File: config.mk
export PLATFORM = sky130hd
export DESIGN_NAME = rr_mux_arbiter_flat
export DESIGN_NICKNAME = d
export VERILOG_FILES = /design/src/rtl/rr_mux_arbiter_pkg.sv /design/src/rtl/rr_mux_arbiter_if.sv /design/src/rtl/rr_mux_arbiter_mux_tree.sv /design/src/rtl/rr_mux_arbiter.sv /design/src/flat_wrapper.sv
export SDC_FILE = /design/constraint.sdc
export NUM_CORES = 1
export LEC_CHECK = 0
export BUFFER_PORTS_ARGS = -buffer_cell sky130_fd_sc_hd__clkbuf_2
export CAP_MARGIN = 15
export CELL_PAD_IN_SITES_DETAIL_PLACEMENT = 2
export CELL_PAD_IN_SITES_GLOBAL_PLACEMENT = 2
export CORE_ASPECT_RATIO = 2
export CORE_MARGIN = 3
export CORE_UTILIZATION = 27
export CTS_CLUSTER_DIAMETER = 100
export DETAILED_ROUTE_END_ITERATION = 8
export PLACE_DENSITY_LB_ADDON = 0.15
export SYNTH_ARGS = -nofsm -noshare
export SYNTH_HDL_FRONTEND = slang
export SYNTH_SLANG_ARGS = --single-unit
File: constraint.sdc
create_clock -name clk -period 2.02 [get_ports clk]
set_input_delay 0.101 -clock clk [delete_from_list [all_inputs] [get_ports clk]]
set_output_delay 0.101 -clock clk [all_outputs]
set_load 0.05 [all_outputs]
File: src/rtl/rr_mux_arbiter_pkg.sv
`default_nettype none
// ============================================================================
// Module   : rr_arb_pkg
// Purpose  : Shared state encoding and helpers for the round-robin mux arbiter
// Revision : 1.0 - initial release
// ============================================================================
package rr_arb_pkg;

  // FSM state encoding
  localparam logic ST_IDLE  = 1'b0;
  localparam logic ST_GRANT = 1'b1;

  typedef enum logic {
    S_IDLE  = ST_IDLE,
    S_GRANT = ST_GRANT
  } arb_state_e;

  // Ceiling log2, used to size select and counter fields at elaboration
  function automatic int clog2(input int v);
    int r;
    r = 0;
    for (int i = 0; i < 31; i++) begin
      if ((1 << i) < v) r = i + 1;
    end
    return r;
  endfunction

endpackage
`default_nettype wire

File: src/rtl/rr_mux_arbiter_if.sv
`default_nettype none
// ============================================================================
// Module   : rr_mux_arbiter_if
// Purpose  : Requester/arbiter bus: requests and data in, grant and muxed
//            data out
// Revision : 1.0 - initial release
// ============================================================================
interface rr_mux_arbiter_if #(
  parameter int N = 4,
  parameter int W = 8
);
  import rr_arb_pkg::*;

  localparam int SW = clog2(N);

  logic [N-1:0]   req;
  logic [N*W-1:0] data_in;
  logic [N-1:0]   gnt;
  logic [SW-1:0]  sel;
  logic [W-1:0]   data_out;
  logic           out_valid;
  logic           busy;

  // Requester side / environment
  modport master (
    output req, data_in,
    input  gnt, sel, data_out, out_valid, busy
  );

  // Arbiter side
  modport slave (
    input  req, data_in,
    output gnt, sel, data_out, out_valid, busy
  );

endinterface
`default_nettype wire

File: src/rtl/rr_mux_arbiter_mux_tree.sv
`default_nettype none
// ============================================================================
// Module   : mux_tree
// Purpose  : Combinational N:1 mux of W-bit words built from 2:1 cells,
//            one tree level per select bit (MSB at the root)
// Revision : 1.0 - initial release
// ============================================================================
module mux_tree
  import rr_arb_pkg::*;
#(
  parameter int N = 4,
  parameter int W = 8
) (
  input  logic [N*W-1:0]        data_in,
  input  logic [clog2(N)-1:0]   sel,
  output logic [W-1:0]          y
);

  localparam int L = clog2(N);

  // Heap-ordered nodes: node[1] is the root, node[N+i] is leaf i,
  // children of node k are 2k and 2k+1.
  logic [W-1:0] node [1:2*N-1];

  for (genvar i = 0; i < N; i++) begin : g_leaf
    assign node[N+i] = data_in[i*W +: W];
  end

  // Depth d splits on select bit L-1-d, so the leaf index equals sel
  for (genvar d = 0; d < L; d++) begin : g_level
    for (genvar p = 0; p < (1 << d); p++) begin : g_node
      localparam int K = (1 << d) + p;
      assign node[K] = sel[L-1-d] ? node[2*K+1] : node[2*K];
    end
  end

  assign y = node[1];

endmodule
`default_nettype wire

File: src/rtl/rr_mux_arbiter.sv
`default_nettype none
// ============================================================================
// Module   : rr_mux_arbiter
// Purpose  : Round-robin arbiter sharing one W-bit channel among N requesters,
//            with a fairness hold limit and a registered mux-tree output
// Revision : 1.0 - initial release
// ============================================================================
module rr_mux_arbiter
  import rr_arb_pkg::*;
#(
  parameter int N        = 4,
  parameter int W        = 8,
  parameter int MAX_HOLD = 4
) (
  input  logic               clk,
  input  logic               rst,
  rr_mux_arbiter_if.slave    bus
);

  localparam int SW = clog2(N);
  // A one-cycle hold limit still needs a one-bit counter field
  localparam int HW = (MAX_HOLD > 1) ? clog2(MAX_HOLD) : 1;
  localparam logic [HW-1:0] HOLD_LIM = HW'(MAX_HOLD - 1);
  localparam logic [SW-1:0] LAST_RST = SW'(N - 1);

  arb_state_e     state_q, state_d;
  logic [N-1:0]   gnt_q, gnt_d;
  logic [SW-1:0]  sel_q, sel_d;
  logic [SW-1:0]  last_q, last_d;
  logic [HW-1:0]  hold_q, hold_d;
  logic [W-1:0]   data_out_q, data_out_d;
  logic           out_valid_q, out_valid_d;

  logic [W-1:0]   mux_out;
  logic [SW-1:0]  pick_idle;
  logic [SW-1:0]  pick_grant;
  logic           release_now;

  // First requester after base, scanning base+1 .. base+N (base itself last).
  // N is a power of two, so SW-bit addition wraps modulo N for free.
  function automatic logic [SW-1:0] pick_f(input logic [SW-1:0] base,
                                           input logic [N-1:0]  r);
    logic [SW-1:0] idx;
    logic [SW-1:0] win;
    win = base;
    for (int k = N; k >= 1; k--) begin
      idx = base + SW'(k);
      if (r[idx]) win = idx;
    end
    return win;
  endfunction

  mux_tree #(
    .N (N),
    .W (W)
  ) u_mux_tree (
    .data_in (bus.data_in),
    .sel     (sel_q),
    .y       (mux_out)
  );

  assign pick_idle  = pick_f(last_q, bus.req);
  assign pick_grant = pick_f(sel_q, bus.req);

  // Drop the grant when the owner lets go, or when it has used its hold
  // budget and someone else is waiting.
  assign release_now = !bus.req[sel_q] ||
                       ((hold_q == HOLD_LIM) && ((bus.req & ~gnt_q) != '0));

  // Next-state, grant, hold counter and output data computation
  always_comb begin
    state_d     = state_q;
    gnt_d       = gnt_q;
    sel_d       = sel_q;
    last_d      = last_q;
    hold_d      = hold_q;
    data_out_d  = data_out_q;
    out_valid_d = 1'b0;

    case (state_q)
      S_IDLE: begin
        gnt_d = '0;
        if (bus.req != '0) begin
          gnt_d[pick_idle] = 1'b1;
          sel_d            = pick_idle;
          last_d           = pick_idle;
          hold_d           = '0;
          state_d          = S_GRANT;
        end
      end

      S_GRANT: begin
        data_out_d  = mux_out;
        out_valid_d = bus.req[sel_q];
        if (release_now) begin
          if (bus.req != '0) begin
            // Back-to-back regrant: no idle bubble on gnt
            gnt_d             = '0;
            gnt_d[pick_grant] = 1'b1;
            sel_d             = pick_grant;
            last_d            = pick_grant;
            hold_d            = '0;
          end else begin
            gnt_d   = '0;
            state_d = S_IDLE;
          end
        end else if (hold_q != HOLD_LIM) begin
          hold_d = hold_q + 1'b1;
        end
      end

      default: begin
        state_d = S_IDLE;
        gnt_d   = '0;
      end
    endcase
  end

  // State and output registers with synchronous reset
  always_ff @(posedge clk) begin
    if (rst) begin
      state_q     <= S_IDLE;
      gnt_q       <= '0;
      sel_q       <= '0;
      last_q      <= LAST_RST;
      hold_q      <= '0;
      data_out_q  <= '0;
      out_valid_q <= 1'b0;
    end else begin
      state_q     <= state_d;
      gnt_q       <= gnt_d;
      sel_q       <= sel_d;
      last_q      <= last_d;
      hold_q      <= hold_d;
      data_out_q  <= data_out_d;
      out_valid_q <= out_valid_d;
    end
  end

  assign bus.gnt       = gnt_q;
  assign bus.sel       = sel_q;
  assign bus.data_out  = data_out_q;
  assign bus.out_valid = out_valid_q;
  assign bus.busy      = (state_q == S_GRANT);

endmodule
`default_nettype wire

File: src/flat_wrapper.sv
// flat-port wrapper written by rule: the top's interface ports become plain ports
module rr_mux_arbiter_flat import rr_arb_pkg::*;
#(
  parameter int N        = 4,
  parameter int W        = 8,
  parameter int MAX_HOLD = 4
)
  (clk, rst, bus_req, bus_data_in, bus_gnt, bus_sel, bus_data_out, bus_out_valid, bus_busy);
  rr_mux_arbiter_if #(.N(N), .W(W)) bus_i ();
  input  logic clk;
  input  logic rst;
  input wire logic [$bits(bus_i.req)-1:0] bus_req;
  input wire logic [$bits(bus_i.data_in)-1:0] bus_data_in;
  output wire logic [$bits(bus_i.gnt)-1:0] bus_gnt;
  output wire logic [$bits(bus_i.sel)-1:0] bus_sel;
  output wire logic [$bits(bus_i.data_out)-1:0] bus_data_out;
  output wire logic [$bits(bus_i.out_valid)-1:0] bus_out_valid;
  output wire logic [$bits(bus_i.busy)-1:0] bus_busy;
  assign bus_i.req = bus_req;
  assign bus_i.data_in = bus_data_in;
  assign bus_gnt = bus_i.gnt;
  assign bus_sel = bus_i.sel;
  assign bus_data_out = bus_i.data_out;
  assign bus_out_valid = bus_i.out_valid;
  assign bus_busy = bus_i.busy;
  rr_mux_arbiter #(.N(N), .W(W), .MAX_HOLD(MAX_HOLD)) u_core (.clk(clk), .rst(rst), .bus(bus_i));
endmodule
# [Word level (Yosys, flattened, before mapping)]
# Index checks and enable logic that the tools add are counted.
[totals] ff_bits=20 latchBits=0 ram_bits=0 romBits=0 input_bits=38 wordCells=85 n_memories=0
[op_classes] n_addsub=7 mul=0 div=0 n_lt_le_gt_ge=11 n_eq_ne=6 shifts=0 n_mux=42 bitwise=3 reduce_logical=9
[ops] cell="$lt A2 B3 Y1 const B" count=9
[ops] cell="$mux W2" count=12
[ops] cell="$mux W8" count=3
[ops] cell="$bmux W1 S2" count=7
[ops] cell="$mux W4" count=3
[ops] cell="$mux W1" count=11
[ops] cell="$add A2 B2 Y2 const B" count=4
[ops] cell="$pmux W2 S2" count=2
[ops] cell="$pmux W4 S2" count=1
[ops] cell="$reduce_bool A4 Y1" count=2
[ops] cell="$add A2 B1 Y2 const B" count=3
[ops] cell="$ne A2 B2 Y1 const B" count=3
[ops] cell="$and A4 B4 Y4" count=1
[ops] cell="$demux W1 S2" count=2
[ops] cell="$ge A2 B1 Y1 const B" count=2
[ops] cell="$not A4 Y4" count=1
[ops] cell="$logic_and A1 B1 Y1" count=3
[ops] cell="$ne A3 B3 Y1 const B" count=1
[ops] cell="$reduce_and A3 Y1" count=1
[ops] cell="$eq A2 B2 Y1 const B" count=1
[ops] cell="$ne A2 B1 Y1 const B" count=1
[ops] cell="$pmux W1 S2" count=1
[ops] cell="$reduce_or A2 Y1" count=1
[ops] cell="$logic_not A1 Y1" count=1
[ops] cell="other kinds (2)" count=2

# [Depth between registers and ports, before layout]
# Gate-level depths: netlist (run 1).
[depth] word_depth=13 depth_mapped=6

# [By module]
# Synthesis (run 1) repeated with hierarchy kept, for this count alone.
[unflattened] hier_cells=138 hier_area_um2=1288.7
[by_module_without_submodules] mod="rr_mux_arbiter" n_inst=1 cells_each=128 area_each_um2=1092.3 seq_area_each_um2=400.4
[by_module_without_submodules] mod="mux_tree" n_inst=1 cells_each=10 area_each_um2=196.4 seq_area_each_um2=0.0

# [Least setup slack after synthesis (run 1)]
# Ideal clock, no wire load.
[synth_timing] kind="register to register" start="register u_core.sel_q[0], in the netlist u_core.bus.sel[0]" end="register u_core.last_q[0]" setup_time_ns=0.120 t_arrival_ns=1.971 slack_ns=-0.070 path_stages_with_launch=6 path_buffers=0 period_less_slack_ns=2.090 path_cell_list="dfxtp_1 > mux4_2 > and2_4 > a21oi_4 > nor2_1 > a211o_1"
[synth_between] elab_chain_len=9 word_cells_on_any_way=21 cone_classes="3 x add/sub; 1 x eq/ne; 14 x mux; 3 x reduce/logical"
[synth_rtl] item="start, declared" line_no="rr_mux_arbiter.sv:28" rtl="logic [SW-1:0] sel_q, sel_d;"
[synth_rtl] item="start signal, assigned" line_no="rr_mux_arbiter.sv:132" rtl="sel_q <= sel_d;"
[synth_rtl] item="$add A2 B2 Y2" line_no="rr_mux_arbiter.sv:47" rtl="idx = base + SW'(k);"
[synth_rtl] item="$bmux W1 S2" line_no="rr_mux_arbiter.sv:48" rtl="if (r[idx]) win = idx;"
[synth_rtl] item="$mux W1 (implied by the code)" line_no="rr_mux_arbiter.sv:48"
[synth_rtl] item="$mux W2 (3 in series)" line_no="rr_mux_arbiter.sv:48"
[synth_rtl] item="$mux W2" line_no="rr_mux_arbiter.sv:96" rtl="if (bus.req != '0) begin"
[synth_rtl] item="$mux W2" line_no="rr_mux_arbiter.sv:95" rtl="if (release_now) begin"
[synth_rtl] item="$pmux W2 S2" line_no="rr_mux_arbiter.sv:80" rtl="case (state_q)"
[synth_rtl] item="end signal, assigned" line_no="rr_mux_arbiter.sv:133" rtl="last_q <= last_d;"
[synth_rtl] item="end, declared" line_no="rr_mux_arbiter.sv:29" rtl="logic [SW-1:0] last_q, last_d;"
# Several ways; a longest one is shown, not always the timed one. The select of a mux whose other input is x is not followed.
# A chain may end at the register's enable or synchronous reset.

# [Worst setup path in the final report (run 1)]
# Same ends and word-level chain as after synthesis.

==> out/results.tsv, run 1 <==
metric	value	unit
highest_layer	met4	
synth_mux_area_frac	0.233	
fin_crit	1.84	ns
avgSynthCellArea	9.61	sq um
grt_max_degree	20	
dieArea	5720	sq um
rrSetupSlack	0.18	ns
post_cts_resized	0	
antenna_found_initial	0	
clock_skew	0.00176	ns
hp-class	input port to register	
cts_made_buffers	3	
ctsHtreeMaxLevel	1	
synth_cell_types	39	
finalSetupViolations	0	
nets	228	
yosys-top-cells-area	dfxtp_1 31%, mux4_2 16%, mux2i_1 7.7%	
synth_ff_type	dfxtp_1	
grt_pass1_wl	6.96	mm
dr.first_iter.drc_count	21	
insertion_delay	0.26	ns
max_slew_margin	0.651	
maxCapViolations	0	
wl_met1	1.40	mm
post_cts_buffers	0	
cp-end-kind	register	
crit_buf_inv	0	
root_buffer	clkbuf_8	
worstSetupStartpointType	register	
yosysWarnings	0	
ios	54	
dp_hpwl	3.51	mm
die_h	104	um
ys_ff_latch	20	
reg2regPathDepth	5	
r2r-end	u_core.last_q[0]	
timing.setup.tns	0	ns
netlist_area	1300	sq um
setup_slack	0.181	ns
synthXorXnorAreaFrac	0.00675	
crit_family	multiplexers	
crit_required	2.17	ns
post-synth-top-count-cell	dfxtp_1	
synth_edf_count	0	
place_ws	0.200	ns
synth_cells	135	
cts_tree	done	
die_w	55.0	um
synth_simple_gate_area_frac	0.222	
met3_length	162	um
vias_per_cell	5.25	
synth-adder-area-share	0.00964	
synth_commonest_cells	20 x dfxtp_1, 17 x nor2_1, 10 x mux2i_1, 10 x nand2b_1, 9 x mux4_2	
synth_top_family_by_area	multiplexers	
outcome	complete, no violations	
dp_cells	239	
gp_congestion	0.814	
worst_r2r_startpoint	u_core.bus.sel[0]	
post_drt_wl_per_cell	17.2	um
hold_violations	0	
path_cells	mux4_2 -> and2_4 -> a21oi_4 -> nor2_1 -> a211o_1	
worstHoldStart	bus_data_in[21]	
rows	35	
clkTransAtPathRegs	0.08	ns
synth_nets	174	
grt_pass1_vias	1463	
drive_gt1_frac	0.426	
num_vias	1275	
cp_slowest_cell	mux4_2	
synth_top_area_frac	0.309	
slowest_delay	0.53	ns
cts_buffer_depth	2	
place_area	1620	sq um
period_share	0.910	
dr.pass1.iters	2	
rsz0062_at_grt	no	
syn2layout_area_growth	29.2	%
drt-total-wl	4.19	mm
gr-total-overflow	0	
hold_depth	4	
stdcell_count	243	
fin_util	0.361	
critPathKind	register to register	
hold_buffers	0	
timing_worst_slew_pin_value	0.520	ns
synth_top_area_cell	dfxtp_1	
grt_util_all_layers	0.164	
hold_end	u_core.bus.data_out[5]	
coreArea	4640	sq um
synthArstFlopShare	0	
leakage	0.000761	uW
ys_seq_area_frac	0.309	
synth-compound-area-share	0.168	
arrival	1.99	ns
drc_errors	0	
clock_sinks	20	
fmax	544	MHz
fin_area	1680	sq um
antenna_left	0	
power.density_cell_area	834	nW/um^2
crit_fanout	9	
wl_met2	2.55	mm
port_buffers	53	
drv_slew	0	
n_antenna_cell	0	
initial_core_util	0.280	
ir_drop	0.357	mV
## registers in the layout (all words and copies together), names as in the netlist
register,flops
u_core.bus.gnt,4
u_core.hold_q,2
u_core.last_q,2
u_core.bus.busy,1
u_core.bus.sel,2
u_core.bus.out_valid,1
u_core.bus.data_out,8
## layer usage
layer,global-route usage,up-vias
met5,0,-
met4,0.0522,0
met1,0.162,633
met2,0.313,39
met3,0.0258,4
li1,-,599
## stage by stage
step           power [uW]  hold slack (ns)
3_3_place_gp         1090            0.476
6_report             1400            0.299
2_1_floorplan         934            0.254
3_5_place_dp         1110            0.498
4_1_cts              1420            0.302
5_1_grt              1490            0.314
## final cells by class
| class | count | area [sq um] |
|---|---|---|
| multi-input combinational | 102 | 830 |
| fill | 559 | 2970 |
| sequential | 20 | 402 |
| tap | 55 | 68.8 |
| clock buffer | 4 | 55.1 |
| timing repair buffer | 59 | 310 |
| inverter | 3 | 11.3 |
## cells in the final DEF, fill, tap and decap left out, types with 2 or more instances in the layout
master and n:
nor2_1 17, clkbuf_2 53, nand3b_1 2, dfxtp_1 19
nor2b_1 5, nor3_1 7, mux2i_1 10, inv_1 3
a21oi_1 5, a311oi_1 4, mux4_2 9, o21a_1 2
a31oi_1 2, o211ai_1 2, nand2b_1 10, nand3_1 2
nand2_1 6, clkbuf_8 4, buf_4 6
## worst max path at each step
stage / startpoint / endpoint / cells past startpoint
after global placement: u_core.bus.sel[0] / u_core.last_q[0] / 5
final: u_core.bus.sel[0] / u_core.last_q[0] / 5
after floorplan: u_core.bus.sel[1] / u_core.last_q[0] / 6
after CTS: u_core.bus.sel[0] / u_core.last_q[0] / 5
after detailed placement: u_core.bus.sel[0] / u_core.last_q[0] / 5
after global routing: u_core.last_q[1] / u_core.bus.gnt[3] / 5
## logic make-up after synthesis
logic type               count (synthesis)
AND/OR/NAND/NOR                         55
AO/OA/AOI/OAI                           26
flip-flops                              20
multiplexers                            19
buffers and inverters                   13
XOR/XNOR                                 1
adder cells (fa/ha/maj)                  1
## tightest hold or removal path, cell delays in order
cell and delay, ns:
clkbuf_2 0.07, mux4_2 0.21, mux2i_1 0.06, nor2_1 0.08
## power breakdown
part / total (uW) / switching, uW / internal (uW)
logic: 592 / 361 / 230
registers: 497 / 52.6 / 445
clock network: 310 / 136 / 173
total: 1400 / 550 / 849
Power figures use the tool's default switching activity.
==> run 2: changes to the inputs <==
==> constraint.sdc (replaced) <==
create_clock -name clk -period 2.02 [get_ports clk]
set_input_delay 0.101 -clock clk [delete_from_list [all_inputs] [get_ports clk]]
set_output_delay 0.101 -clock clk [all_outputs]
set_load 0.1 [all_outputs]
==> out/results.tsv, run 2 (synthesis results as in run 1) <==
metric	value	unit	change
drv_slew	0		unchanged
timing_worst_slew_pin_value	0.603	ns	+0.0829 ns
antenna_found_initial	0		unchanged
hold_buffers	0		unchanged
maxCapViolations	0		unchanged
clkTransAtPathRegs	0.08	ns	about the same
worstSetupStartpointType	register		
multi_input_area	830	sq um	unchanged
final_cell_mix	53 x clkbuf_2, 17 x nor2_1, 13 x dfxtp_1		
grt_pass1_vias	1484		+1.4%
post_cts_resized	0		unchanged
place_area	1620	sq um	+0.15%
cp-end-kind	register		
cts_buffer_depth	2		unchanged
drc_errors	0		unchanged
dp_hpwl	3.60	mm	+2.6%
power.density_cell_area	915	nW/um^2	+9.7%
vias_per_cell	5.24		about the same
initial_core_util	0.280		unchanged
clock_sinks	20		unchanged
gp_congestion	0.867		+6.5%
die_h	104	um	unchanged
grt_util_all_layers	0.173		+0.00972
hp-class	input port to register		
whs	0.292	ns	-0.00638 ns
rows	35		unchanged
outcome	complete, no violations		
ir_drop	0.381	mV	+6.6%
crit_required	2.19	ns	+0.02 ns
crit_fanout	9		unchanged
syn2layout_area_growth	28.6	%	
dr.pass1.iters	4		+2
nets	227		-0.44%
p_total	1530	uW	+9.2%
dieArea	5720	sq um	unchanged
max_slew_margin	0.595		-0.0557
coreArea	4640	sq um	unchanged
leakage	0.000752	uW	-1.2%
post_cts_buffers	0		unchanged
ctsHtreeMaxLevel	1		unchanged
hold_violations	0		unchanged
die_w	55.0	um	unchanged
insertion_delay	0.26	ns	about the same
cts_made_buffers	3		unchanged
grt_max_degree	20		unchanged
clock_skew	0.00593	ns	+0.00417 ns
fmax	546	MHz	+0.38%
nFillCells	582		+4.1%
drive_gt1_frac	0.449		+0.0237
dr.first_iter.drc_count	15		-29%
finalSetupViolations	0		unchanged
arrival	2.00	ns	about the same
fin_area	1670	sq um	-0.45%
cts_tree	done		
rsz0062_at_grt	no		
gr-total-overflow	0		unchanged
post_drt_wl_per_cell	17.8	um	+3.6%
layout_commonest_cell	clkbuf_2		
timing.setup.tns	0	ns	unchanged
root_buffer	clkbuf_8		
drt-total-wl	4.32	mm	+3.1%
regArea	412	sq um	+2.5%
critPathKind	register to register		
period_share	0.907		-0.00348
num_vias	1269		-0.47%
largest_register_ffs	8		unchanged
ios	54		unchanged
antenna_left	0		unchanged
grt_pass1_wl	7.21	mm	+3.7%
port_buffers	53		unchanged
fin_crit	1.83	ns	-0.00704 ns
n_antenna_cell	0		unchanged
==> run 2: cell types whose count changed in the layout (fill, tap and decap cells not counted) <==
cell and delta:
dfxtp_1 -6, dfxtp_2 +5, buf_4 -1, clkbuf_1 +1
clkbuf_8 -1, dfxtp_4 +1
==> run 2: area by class of cell <==
cell class / instances / share of cell area
multi-input cells: 102 / 0.497
flip-flops and latches: 20 / 0.247
repair buffers: 58 / 0.181
well taps: 55 / 0.0412
clock buffers: 4 / 0.0270
inverters: 3 / 0.00675
==> run 2: critical path, stage by stage, from the launching register on <==
cell and delay, ns:
dfxtp_4 0.36, mux4_2 0.50, and2_4 0.20, a21oi_4 0.25
o211ai_1 0.22, a21o_1 0.20
==> run 2: power breakdown <==
| part | total [uW] | internal, uW | switching, uW |
|---|---|---|---|
| Sequential | 499 | 449 | 49.3 |
| Combinational | 746 | 228 | 518 |
| Clock | 283 | 141 | 143 |
==> run 2: path summary, 6_finish.rpt <==
| check | startpoint | end | slack (ns) | cells after the start |
|---|---|---|---|---|
| worst max-delay path | u_core.bus.sel[0] | u_core.last_q[1] | 0.19 | 5 |
| worst max register to register | u_core.bus.sel[0] | u_core.last_q[1] | 0.19 | 5 |
| worst min register to register | u_core.bus.data_out[2] | u_core.bus.data_out[2] | 0.50 | 2 |
| worst min-delay path | bus_data_in[16] | u_core.bus.data_out[0] | 0.29 | 4 |
==> run 2: stage by stage <==
stage | instances | worst slack (ns) | utilization
after detailed placement | 238 | 0.175 | 0.350
after CTS | 242 | 0.157 | 0.360
after floorplan | 135 | 0.0186 | -
after global routing | 242 | 0.0267 | 0.360
after global placement | 238 | 0.237 | 0.350
final | 242 | 0.188 | 0.360
==> run 2: routing by layer <==
| layer | part of all wire | wire [um] | global-route usage |
|---|---|---|---|
| met1 | 0.32 | 1370 | 0.156 |
| met2 | 0.63 | 2710 | 0.343 |
| met3 | 0.040 | 171 | 0.0258 |
| met4 | 0.017 | 72 | 0.0643 |
| met5 | 0 | 0 | 0 |
==> run 3: changes to the inputs <==
Settings changed: ABC_AREA set to 1, CORE_UTILIZATION 27 to 26.
Clock period 2.02 ns to 2.3 ns, I/O delays scaled along.
==> out/results.tsv, run 3 <==
metric	value	unit	change
post_drt_wl_per_cell	17.5	um	-1.8%
synth_cells	232		+72%
drc_errors	0		unchanged
fmax	504	MHz	-7.7%
synth_cell_types	31		-21%
rows	37		+5.7%
cp_slowest_cell	dfxtp_1		
nets	325		+43%
synth_ff_type	dfxtp_1		
insertion_delay	0.26	ns	about the same
cts_tree	done		
drt-total-wl	6.01	mm	+39%
largest_register_ffs	8		unchanged
crit_buf_inv	1		+1
ys_seq_area_frac	0.278		-0.0306
place_area	1750	sq um	+7.6%
vias_per_cell	5.17		-1.3%
power.density_cell_area	1530	nW/um^2	+67%
ios	54		unchanged
maxCapViolations	0		unchanged
die_h	111	um	+6.9%
stdcell_count	343		+42%
worstSetupStartpointType	register		
gr-total-overflow	0		unchanged
drv_slew	0		unchanged
path_cells	buf_4 -> nand2_1 -> nand2_2 -> nand2_1 -> nand2_1 -> nand2_1 -> nand3_1 -> nand2_1 -> a21oi_1 -> a21oi_1		
grt_pass1_wl	9.76	mm	+35%
layout_commonest_cell	nand2_1		
netlist_area	1440	sq um	+11%
arrival	2.14	ns	+0.14 ns
hold_violations	0		unchanged
die_w	58.6	um	+6.6%
grt_max_degree	18		-10%
clock_sinks	20		unchanged
ir_drop	0.587	mV	+54%
place_ws	0.277	ns	+0.102 ns
yosysWarnings	0		unchanged
post_cts_buffers	0		unchanged
post_cts_resized	0		unchanged
crit_family	simple AND/OR/NAND/NOR gates		
cts_buffer_depth	2		unchanged
avgSynthCellArea	6.21	sq um	-35%
synth_top_area_frac	0.278		-0.0306
dieArea	6520	sq um	+14%
synth_edf_count	0		unchanged
antenna_left	0		unchanged
slowest_delay	0.61	ns	+0.11 ns
crit_required	2.45	ns	+0.26 ns
cpMostUsedCell	nand2_1		
whs	0.0899	ns	-0.203 ns
dr.first_iter.drc_count	42		+27
coreArea	5230	sq um	+13%
synth_nets	271		+56%
crit_fanout	13		+4
drive_gt1_frac	0.284		-0.165
period_share	0.863		-0.0440
syn2layout_area_growth	26.3	%	
initial_core_util	0.275		-0.00422
critPathKind	register to register		
hp-class	input port to register		
cts_made_buffers	3		unchanged
timing_worst_slew_pin_value	0.557	ns	-0.0461 ns
timing.setup.tns	0	ns	unchanged
leakage	0.000974	uW	+29%
num_vias	1775		+40%
synth_commonest_cells	79 x nand2_1, 24 x a21oi_1, 20 x dfxtp_1, 20 x nand3_1, 18 x o21ai_0		
fin_crit	1.98	ns	+0.153 ns
dp_hpwl	5.09	mm	+41%
finalSetupViolations	0		unchanged
grt_util_all_layers	0.195		+0.0221
post-synth-top-count-cell	nand2_1		
gp_congestion	0.859		-0.95%
dp_cells	339		+42%
cp-end-kind	register		
synthArstFlopShare	0		unchanged
port_buffers	53		unchanged
setup_slack	0.315	ns	+0.127 ns
yosys-top-cells-area	dfxtp_1 28%, nand2_1 21%, a21oi_1 8.3%		
ctsHtreeMaxLevel	1		unchanged
antenna_found_initial	0		unchanged
hold_buffers	0		unchanged
fin_area	1820	sq um	+9.0%
clock_skew	0.00210	ns	-0.00383 ns
clkTransAtPathRegs	0.08	ns	about the same
dr.pass1.iters	3		-1
max_slew_margin	0.629		+0.0338
synth_top_area_cell	dfxtp_1		
outcome	complete, no violations		
n_antenna_cell	0		unchanged
grt_pass1_vias	2044		+38%
ys_ff_latch	20		unchanged
rsz0062_at_grt	no		
root_buffer	clkbuf_8		
final_cell_mix	79 x nand2_1, 53 x clkbuf_2, 24 x a21oi_1		
## run 3: cell count changes after synthesis, sizes merged, moves of 8 or more
| cell | change |
|---|---|
| nand3 | +20 |
| a21oi | +19 |
| mux4 | -9 |
| o21ai | +18 |
| nand2b | -10 |
| inv | +17 |
| a221oi | +8 |
| nand2 | +78 |
| mux2i | -10 |
## run 3: cell type report
type                    instances  area, sq um
multi-input cells             183          892
clock buffers                   3         41.3
clock inverters                 1         30.0
repair buffers                 58          303
fillers                       702         3410
well taps                      58         72.6
flip-flops and latches         20          400
inverters                      20         80.1
## run 3: layer usage
metal	part of all wire	track usage	vias to the layer above
met5	0	0	-
met4	0.020	0.0635	0
met3	0.028	0.0175	8
met2	0.62	0.408	40
met1	0.33	0.179	852
li1	-	-	875
## run 3: per-stage QoR
stage               utilization  total power [uW]
finish                    0.348              2780
global route              0.348              3020
CTS                       0.348              2830
detailed placement        0.334              2460
global placement          0.334              2430
floorplan                     -              1990
## run 3: worst reg2reg max path, cell delays in order, from the launching register on
cell     delay (ns)
dfxtp_1        0.61
buf_4          0.26
nand2_1        0.09
nand2_2        0.11
nand2_1        0.10
nand2_1        0.10
nand2_1        0.07
nand3_1        0.16
nand2_1        0.12
a21oi_1        0.18
a21oi_1        0.09
## run 3: final timing paths
check / start / end / slack [ns] / depth (start not counted)
worst max-delay path: u_core.bus.sel[0] / u_core.bus.gnt[2] / 0.32 / 10
worst max register to register: u_core.bus.sel[0] / u_core.bus.gnt[2] / 0.32 / 10
worst min register to register: u_core.bus.data_out[3] / u_core.bus.data_out[3] / 0.54 / 2
worst min-delay path: rst / u_core.bus.out_valid / 0.09 / 2
## run 3: kinds of logic after synthesis
| logic type | synth area share |
|---|---|
| flops | 0.278 |
| simple gates | 0.378 |
| fa+ha+maj | 0.00869 |
| compound gates | 0.227 |
| xor+xnor | 0.00608 |
| buf+inv | 0.103 |
## run 3: where the power goes
| part | switching (uW) | total [uW] | internal, uW | leakage (uW) |
|---|---|---|---|---|
| logic | 1430 | 1900 | 469 | 0.000773 |
| registers | 91.3 | 529 | 438 | 0.000166 |
| clock network | 119 | 352 | 232 | 0.0000357 |
| total | 1640 | 2780 | 1140 | 0.000974 |
